### src/rtl/mem_loader_pkg.sv
// Shared definitions for the boot-time memory loader: loader FSM states,
// frame header length and the default data/address width.
package mem_loader_pkg;

   localparam int XLEN      = 32;
   // Header = 4-byte word count followed by 4-byte base address.
   localparam int HDR_BYTES = 8;

   typedef enum logic [2:0] {
      ST_LEN    = 3'd0,
      ST_ADDR   = 3'd1,
      ST_DATA   = 3'd2,
      ST_WRITE  = 3'd3,
      ST_FINISH = 3'd4,
      ST_ERR    = 3'd5
   } state_e;

endpackage

### src/rtl/mem_loader_byte_asm.sv
// Little-endian 4-byte shift assembler. Each accepted byte lands in lane
// [8k+7:8k] where k is the byte counter. word_o shows the word including the
// byte being accepted this cycle, so the owner can latch it on the 4th byte.
module byte_asm (
   input  logic        clock,
   input  logic        reset,
   input  logic        en_i,
   input  logic        clr_i,
   input  logic [7:0]  byte_i,
   output logic [1:0]  cnt_o,
   output logic [31:0] word_o,
   output logic        full_o
);

   logic [1:0]  cnt_q, cnt_d;
   logic [31:0] word_q, word_d;
   logic [31:0] word_ins;

   // Insert the incoming byte into its lane; clear on any owner state change.
   always_comb begin
      word_ins = word_q;
      if (en_i) begin
         word_ins[{cnt_q, 3'b000} +: 8] = byte_i;
      end
      cnt_d  = en_i ? cnt_q + 2'd1 : cnt_q;
      word_d = word_ins;
      if (clr_i) begin
         cnt_d  = 2'd0;
         word_d = 32'd0;
      end
   end

   // Counter and partial word hold through in_valid gaps.
   always_ff @(posedge clock or negedge reset) begin
      if (!reset) begin
         cnt_q  <= 2'd0;
         word_q <= 32'd0;
      end else begin
         cnt_q  <= cnt_d;
         word_q <= word_d;
      end
   end

   assign cnt_o  = cnt_q;
   assign word_o = word_ins;
   assign full_o = en_i && (cnt_q == 2'd3);

endmodule

### src/rtl/mem_loader.sv
// Byte-stream frame loader: parses [N][A][N words] little-endian frames and
// issues one full-word write per payload word while holding the core in busy.
// Handshake: a byte transfers on a rising edge where in_valid && in_ready;
// in_ready depends only on loader state, and the source holds in_data until
// it is accepted.
module mem_loader #(
   parameter int XLEN      = mem_loader_pkg::XLEN,
   parameter int MAX_WORDS = 4096
) (
   input  logic            clock,
   input  logic            reset,
   input  logic            in_valid,
   input  logic [7:0]      in_data,
   output logic            in_ready,
   output logic            top_mem_wen,
   output logic [XLEN-1:0] top_mem_addr,
   output logic [XLEN-1:0] top_mem_wdata,
   output logic            busy,
   output logic            done,
   output logic            error,
   output logic [2:0]      dbg_state
);

   import mem_loader_pkg::*;

   localparam int CW = $clog2(MAX_WORDS + 1);

   state_e          state_q, state_d;
   logic [31:0]     len_q, len_d;
   logic [XLEN-1:0] addr_q, addr_d;
   logic [XLEN-1:0] data_q, data_d;
   logic [CW-1:0]   wcnt_q, wcnt_d;

   logic            accept;
   logic [1:0]      asm_cnt;
   logic [31:0]     asm_word;
   logic            asm_full;

   assign accept = in_valid && in_ready;

   byte_asm u_asm (
      .clock  (clock),
      .reset  (reset),
      .en_i   (accept),
      .clr_i  (state_d != state_q),
      .byte_i (in_data),
      .cnt_o  (asm_cnt),
      .word_o (asm_word),
      .full_o (asm_full)
   );

   // Next-state, header validation and per-state outputs.
   always_comb begin
      state_d       = state_q;
      len_d         = len_q;
      addr_d        = addr_q;
      data_d        = data_q;
      wcnt_d        = wcnt_q;
      in_ready      = 1'b0;
      top_mem_wen   = 1'b0;
      top_mem_addr  = '0;
      top_mem_wdata = '0;
      done          = 1'b0;
      error         = 1'b0;
      case (state_q)
         ST_LEN: begin
            in_ready = 1'b1;
            if (asm_full) begin
               len_d   = asm_word;
               state_d = ST_ADDR;
            end
         end
         ST_ADDR: begin
            in_ready = 1'b1;
            if (asm_full) begin
               if ((len_q == 32'd0) || (len_q > 32'(MAX_WORDS)) ||
                   (asm_word[1:0] != 2'b00)) begin
                  state_d = ST_ERR;
               end else begin
                  addr_d  = XLEN'(asm_word);
                  wcnt_d  = CW'(len_q);
                  state_d = ST_DATA;
               end
            end
         end
         ST_DATA: begin
            in_ready = 1'b1;
            if (asm_full) begin
               data_d  = XLEN'(asm_word);
               state_d = ST_WRITE;
            end
         end
         ST_WRITE: begin
            top_mem_wen   = 1'b1;
            top_mem_addr  = addr_q;
            top_mem_wdata = data_q;
            addr_d        = addr_q + XLEN'(4);
            wcnt_d        = wcnt_q - CW'(1);
            state_d       = (wcnt_q == CW'(1)) ? ST_FINISH : ST_DATA;
         end
         ST_FINISH: begin
            done    = 1'b1;
            state_d = ST_LEN;
         end
         ST_ERR: begin
            error   = 1'b1;
            state_d = ST_LEN;
         end
         default: state_d = ST_LEN;
      endcase
   end

   // State and frame registers; reset discards any frame in flight.
   always_ff @(posedge clock or negedge reset) begin
      if (!reset) begin
         state_q <= ST_LEN;
         len_q   <= 32'd0;
         addr_q  <= '0;
         data_q  <= '0;
         wcnt_q  <= '0;
      end else begin
         state_q <= state_d;
         len_q   <= len_d;
         addr_q  <= addr_d;
         data_q  <= data_d;
         wcnt_q  <= wcnt_d;
      end
   end

   assign busy      = (asm_cnt != 2'd0) || (state_q != ST_LEN);
   assign dbg_state = state_q;

endmodule

### config.mk
export PLATFORM = sky130hd
export DESIGN_NAME = mem_loader
export DESIGN_NICKNAME = d
export VERILOG_FILES = /design/src/rtl/mem_loader_pkg.sv /design/src/rtl/mem_loader_byte_asm.sv /design/src/rtl/mem_loader.sv
export SDC_FILE = /design/constraint.sdc
export NUM_CORES = 1
export LEC_CHECK = 0
export BUFFER_PORTS_ARGS = -buffer_cell sky130_fd_sc_hd__clkbuf_2
export CAP_MARGIN = 10
export CORE_UTILIZATION = 30
export CTS_CLUSTER_SIZE = 28
export DETAILED_ROUTE_END_ITERATION = 6
export GPL_ROUTABILITY_DRIVEN = 0
export PLACE_DENSITY = 0.45
export SYNTH_ARGS = -nofsm -noshare
export SYNTH_HDL_FRONTEND = slang
export SYNTH_SLANG_ARGS = --single-unit
export TNS_END_PERCENT = 100
### constraint.sdc
create_clock -name clock -period 5.2 [get_ports clock]
set_clock_uncertainty 0.15 [all_clocks]
set_input_delay 1.3 -clock clock [delete_from_list [all_inputs] [get_ports clock]]
set_output_delay 1.3 -clock clock [all_outputs]
set_load 0.05 [all_outputs]
==> reports/summary.log <==
[sta] headroom to the max-slew limit 0.352
[power_and_ir_drop] leakage dissipation 4.08 nW
[synth] synth unique cells 61
[power_and_ir_drop] total internal power 2.60 mW
[synth] share of the synthesized area in compound gates (AO/OA/AOI/OAI) 0.166
[worst_setup_path] data arrival time at the worst-slack endpoint 2.72 ns
[layout] commonest cells after routing, fill and taps aside dfrtp_1 (146), nor2_1 (113), a21oi_1 (81), clkbuf_2 (81), nand2_1 (72)
[synth] syn_area_per_cell 9.04 sq um
[placement] post-placement worst setup slack 1.12 ns
[layout] area growth from synthesis to layout 19.8%
[cts] clock insertion delay at the later pin of the skew report 0.43 ns
[route] count of TritonRoute iterations in the first routing pass 5
[synth] post-synthesis sequential area ratio 0.515
[global_routing] overall routing resource usage 0.185
[cts] clock transition time at the flip-flop clock pins of the worst setup and hold paths 0.06 ns
[cts] clock buffers created by TritonCTS 17
[job] count of maximum capacitance violations 0
[worst_setup_path] Setup crit start kind flop
[floorplan] x dimension of the die 156 um
[sta] worst-margin pin slew 0.972 ns
[placement] cell area after placement 7820 sq um
[synth] flip-flop cell with the highest count after synthesis dfrtp_1
[synth] XOR/XNOR share of the synthesized area 0.00618
[placement] half-perimeter wire length after detailed placement 14,900 um
[sta] share of the clock period used by the worst path after layout 0.802
[layout] area taken by multi-input logic gates 3210 sq um
[sta] Period minus WS final 4.17 ns
[layout] final net count 872
[synth] post-synthesis adder-cell area fraction 0.0124
[layout] total non-filler cell area in the finished layout 8490 sq um
[min_path] HP Class flop to flop
[synth] total of warnings raised by yosys 0
[layout] Inserted Diodes 0
[synth] number of synthesized register bits 146
[synth] number of nets in the synthesized netlist 802
[cts] H-tree levels 4
[worst_setup_path] crit path max fanout 26
[cts] postcts setup bufs 0
[power_and_ir_drop] sw power 1.45 mW
[sta] unrepaired setup endpoints after global routing false
[route] via count 5,934
[sta] least setup slack across all paths after layout 1.03 ns
[synth] largest family of logic cells by synthesized area simple AND/OR/NAND/NOR gates
[worst_setup_path] required time of the critical path 3.75 ns
[power_and_ir_drop] Net Sw Frac 0.359
[synth] Synth async-reset ratio 1.00
[floorplan] number of top-level pins 83
[power_and_ir_drop] areal power density over the cells 477 nW/um^2
[sta] setup TNS 0 ns
[layout] ratio of cells with drive above 1 in the final layout 0.161
[synth] Post-Synthesis Cells 784
[power_and_ir_drop] Worst VDD drop 0.251 mV
[route] 1st-iter DRT viols 455
[route] number of nets with antenna violations after routing 0
[cts] total clock sinks 146
[route] Final Routed Wirelength 21,600 um
[global_routing] Congestion Overflow GR 0
[sta] highest clock rate 240 MHz
[sta] Hold Vio Cnt, Final 0
[layout] area used by sequential logic in the layout 3650 sq um
[cts] TritonCTS clock tree built
[run_status] result of the run finished, final reports clean
[synth] Post-Synth Simple-Gate Area 0.264
[cts] count of instances resized after the clock tree is built 0
[route] number of vias per cell after detailed routing 5.03
[synth] count of flip-flops with a built-in enable after synthesis 0
[layout] Finished Core Util 0.371
[synth] netlist area before placement 7090 sq um
[route] routed len/inst 18.3 um
[floorplan] number of placement rows 55
[power_and_ir_drop] relative contribution of sequential cells to total power 0.388
[cts] post-cts hold buffer count 0
[floorplan] starting density of the core 0.309
[global_routing] first-pass GRT wire length 33,500 um
[route] Residual DRC 0
[power_and_ir_drop] Comb pwr share 0.262
[floorplan] core region area 22,900 sq um
[layout] most frequent standard cell in the layout excluding fill and tap cells dfrtp_1
[global_routing] via count of the first global-routing pass 5,641
[global_routing] number of antenna violations at the first check in global routing 0
[sta] final number of setup-violating endpoints 0
[layout] fillcell total 2,410
[cts] CTS root buffer clkbuf_16
[cts] Max clock buf depth 2
[synth] multiplexer share of the synthesized area 0.00141
[sta] number of max-slew violations in the final report 0
[placement] count of input and output buffers 82
[worst_setup_path] Crit Path Category flop to output port
[power_and_ir_drop] proportion of power drawn by the clock network 0.350
[floorplan] Die ar. 24,200 sq um
[floorplan] Die Span Y 156 um
[global_routing] maximum number of pins on one net before global-route repair 74
[worst_setup_path] slack of the worst reg-to-reg path 1.72 ns
[worst_setup_path] critical path endpoint category output port
through the flow:
step | hold slack, ns | std cells | power (mW)
final | 0.321 | 1180 | 4.05
after global routing | 0.353 | 1180 | 4.29
after CTS | 0.330 | 1180 | 4.10
after detailed placement | 0.316 | 1148 | 2.67
after global placement | 0.307 | 1148 | 2.66
after floorplan | 0.292 | 784 | 2.28
flip-flops by register name, summed over array words and instances (netlist names):
signal and flops:
dbg_state 3, len_q 32, u_asm.word_q 32, addr_q 32, wcnt_q 13, data_q 32, u_asm.cnt_o 2
power groups by stage:
stage	clock, mW	sequential [mW]	combinational, mW
2_1_floorplan	0	1.53	0.750
3_3_place_gp	0	1.59	1.07
3_5_place_dp	0	1.59	1.08
4_1_cts	1.45	1.58	1.08
5_1_grt	1.49	1.61	1.19
6_report	1.42	1.57	1.06
critical path, stage by stage, from the launching register on:
cell,delay (ns)
dfrtp_1,0.58
inv_1,0.23
or2_1,0.30
inv_2,0.41
buf_4,0.32
and2_1,0.16
clkbuf_2,0.27
layout make-up:
class / count / area share
tap: 313 / 0.0461
clock buffer: 18 / 0.0517
clock inverter: 14 / 0.0276
multi-input combinational: 581 / 0.377
timing repair buffer: 93 / 0.0603
inverter: 15 / 0.00663
sequential: 146 / 0.430
synthesized netlist by cell type (3+ instances only):
library cell | n | area (sq um)
xor2_1 | 3 | 26.3
nand2_1 | 72 | 270
inv_1 | 14 | 52.6
a22o_1 | 4 | 35.0
buf_2 | 4 | 20.0
o22ai_1 | 4 | 25.0
o211ai_1 | 4 | 30.0
o21ai_0 | 38 | 190
a211oi_1 | 8 | 60.1
a221oi_1 | 3 | 26.3
nor3b_1 | 3 | 22.5
ha_1 | 7 | 87.6
nor4_1 | 10 | 62.6
and2_1 | 65 | 407
or4_1 | 4 | 30.0
a211o_1 | 5 | 43.8
nand3_1 | 17 | 85.1
nand4_1 | 10 | 62.6
or2_2 | 3 | 18.8
o2bb2ai_1 | 3 | 26.3
nor3_1 | 26 | 130
clkbuf_1 | 33 | 124
o21ai_1 | 11 | 55.1
and3_1 | 39 | 244
a21oi_1 | 81 | 405
buf_6 | 3 | 33.8
nor2_1 | 113 | 424
dfrtp_1 | 146 | 3650
or3_1 | 7 | 43.8
routing by layer:
layer / vias up / part of all wire / track usage
met5: - / 0 / 0
met4: 0 / 0.013 / 0.0579
met3: 23 / 0.033 / 0.0336
met2: 132 / 0.47 / 0.299
met1: 2890 / 0.48 / 0.251
li1: 2889 / - / -
worst paths after layout:
kind,end,start,cells past startpoint
max in group asynchronous,wcnt_q[12],reset,2
min reg2reg,data_q[7],data_q[7],2
max,top_mem_addr[14],dbg_state[1],6
max reg2reg,wcnt_q[2],u_asm.cnt_o[0],8
min in group asynchronous,data_q[8],reset,1
min,data_q[7],data_q[7],2
kinds of logic (layout without fill, tap and decap cells):
family | count (synthesis) | count (layout)
mux | 1 | 1
fa+ha+maj | 7 | 7
simple gates | 378 | 378
xor+xnor | 5 | 5
flops | 146 | 146
compound gates | 190 | 190
buf+inv | 57 | 140
(Power assumes the default switching activity.)
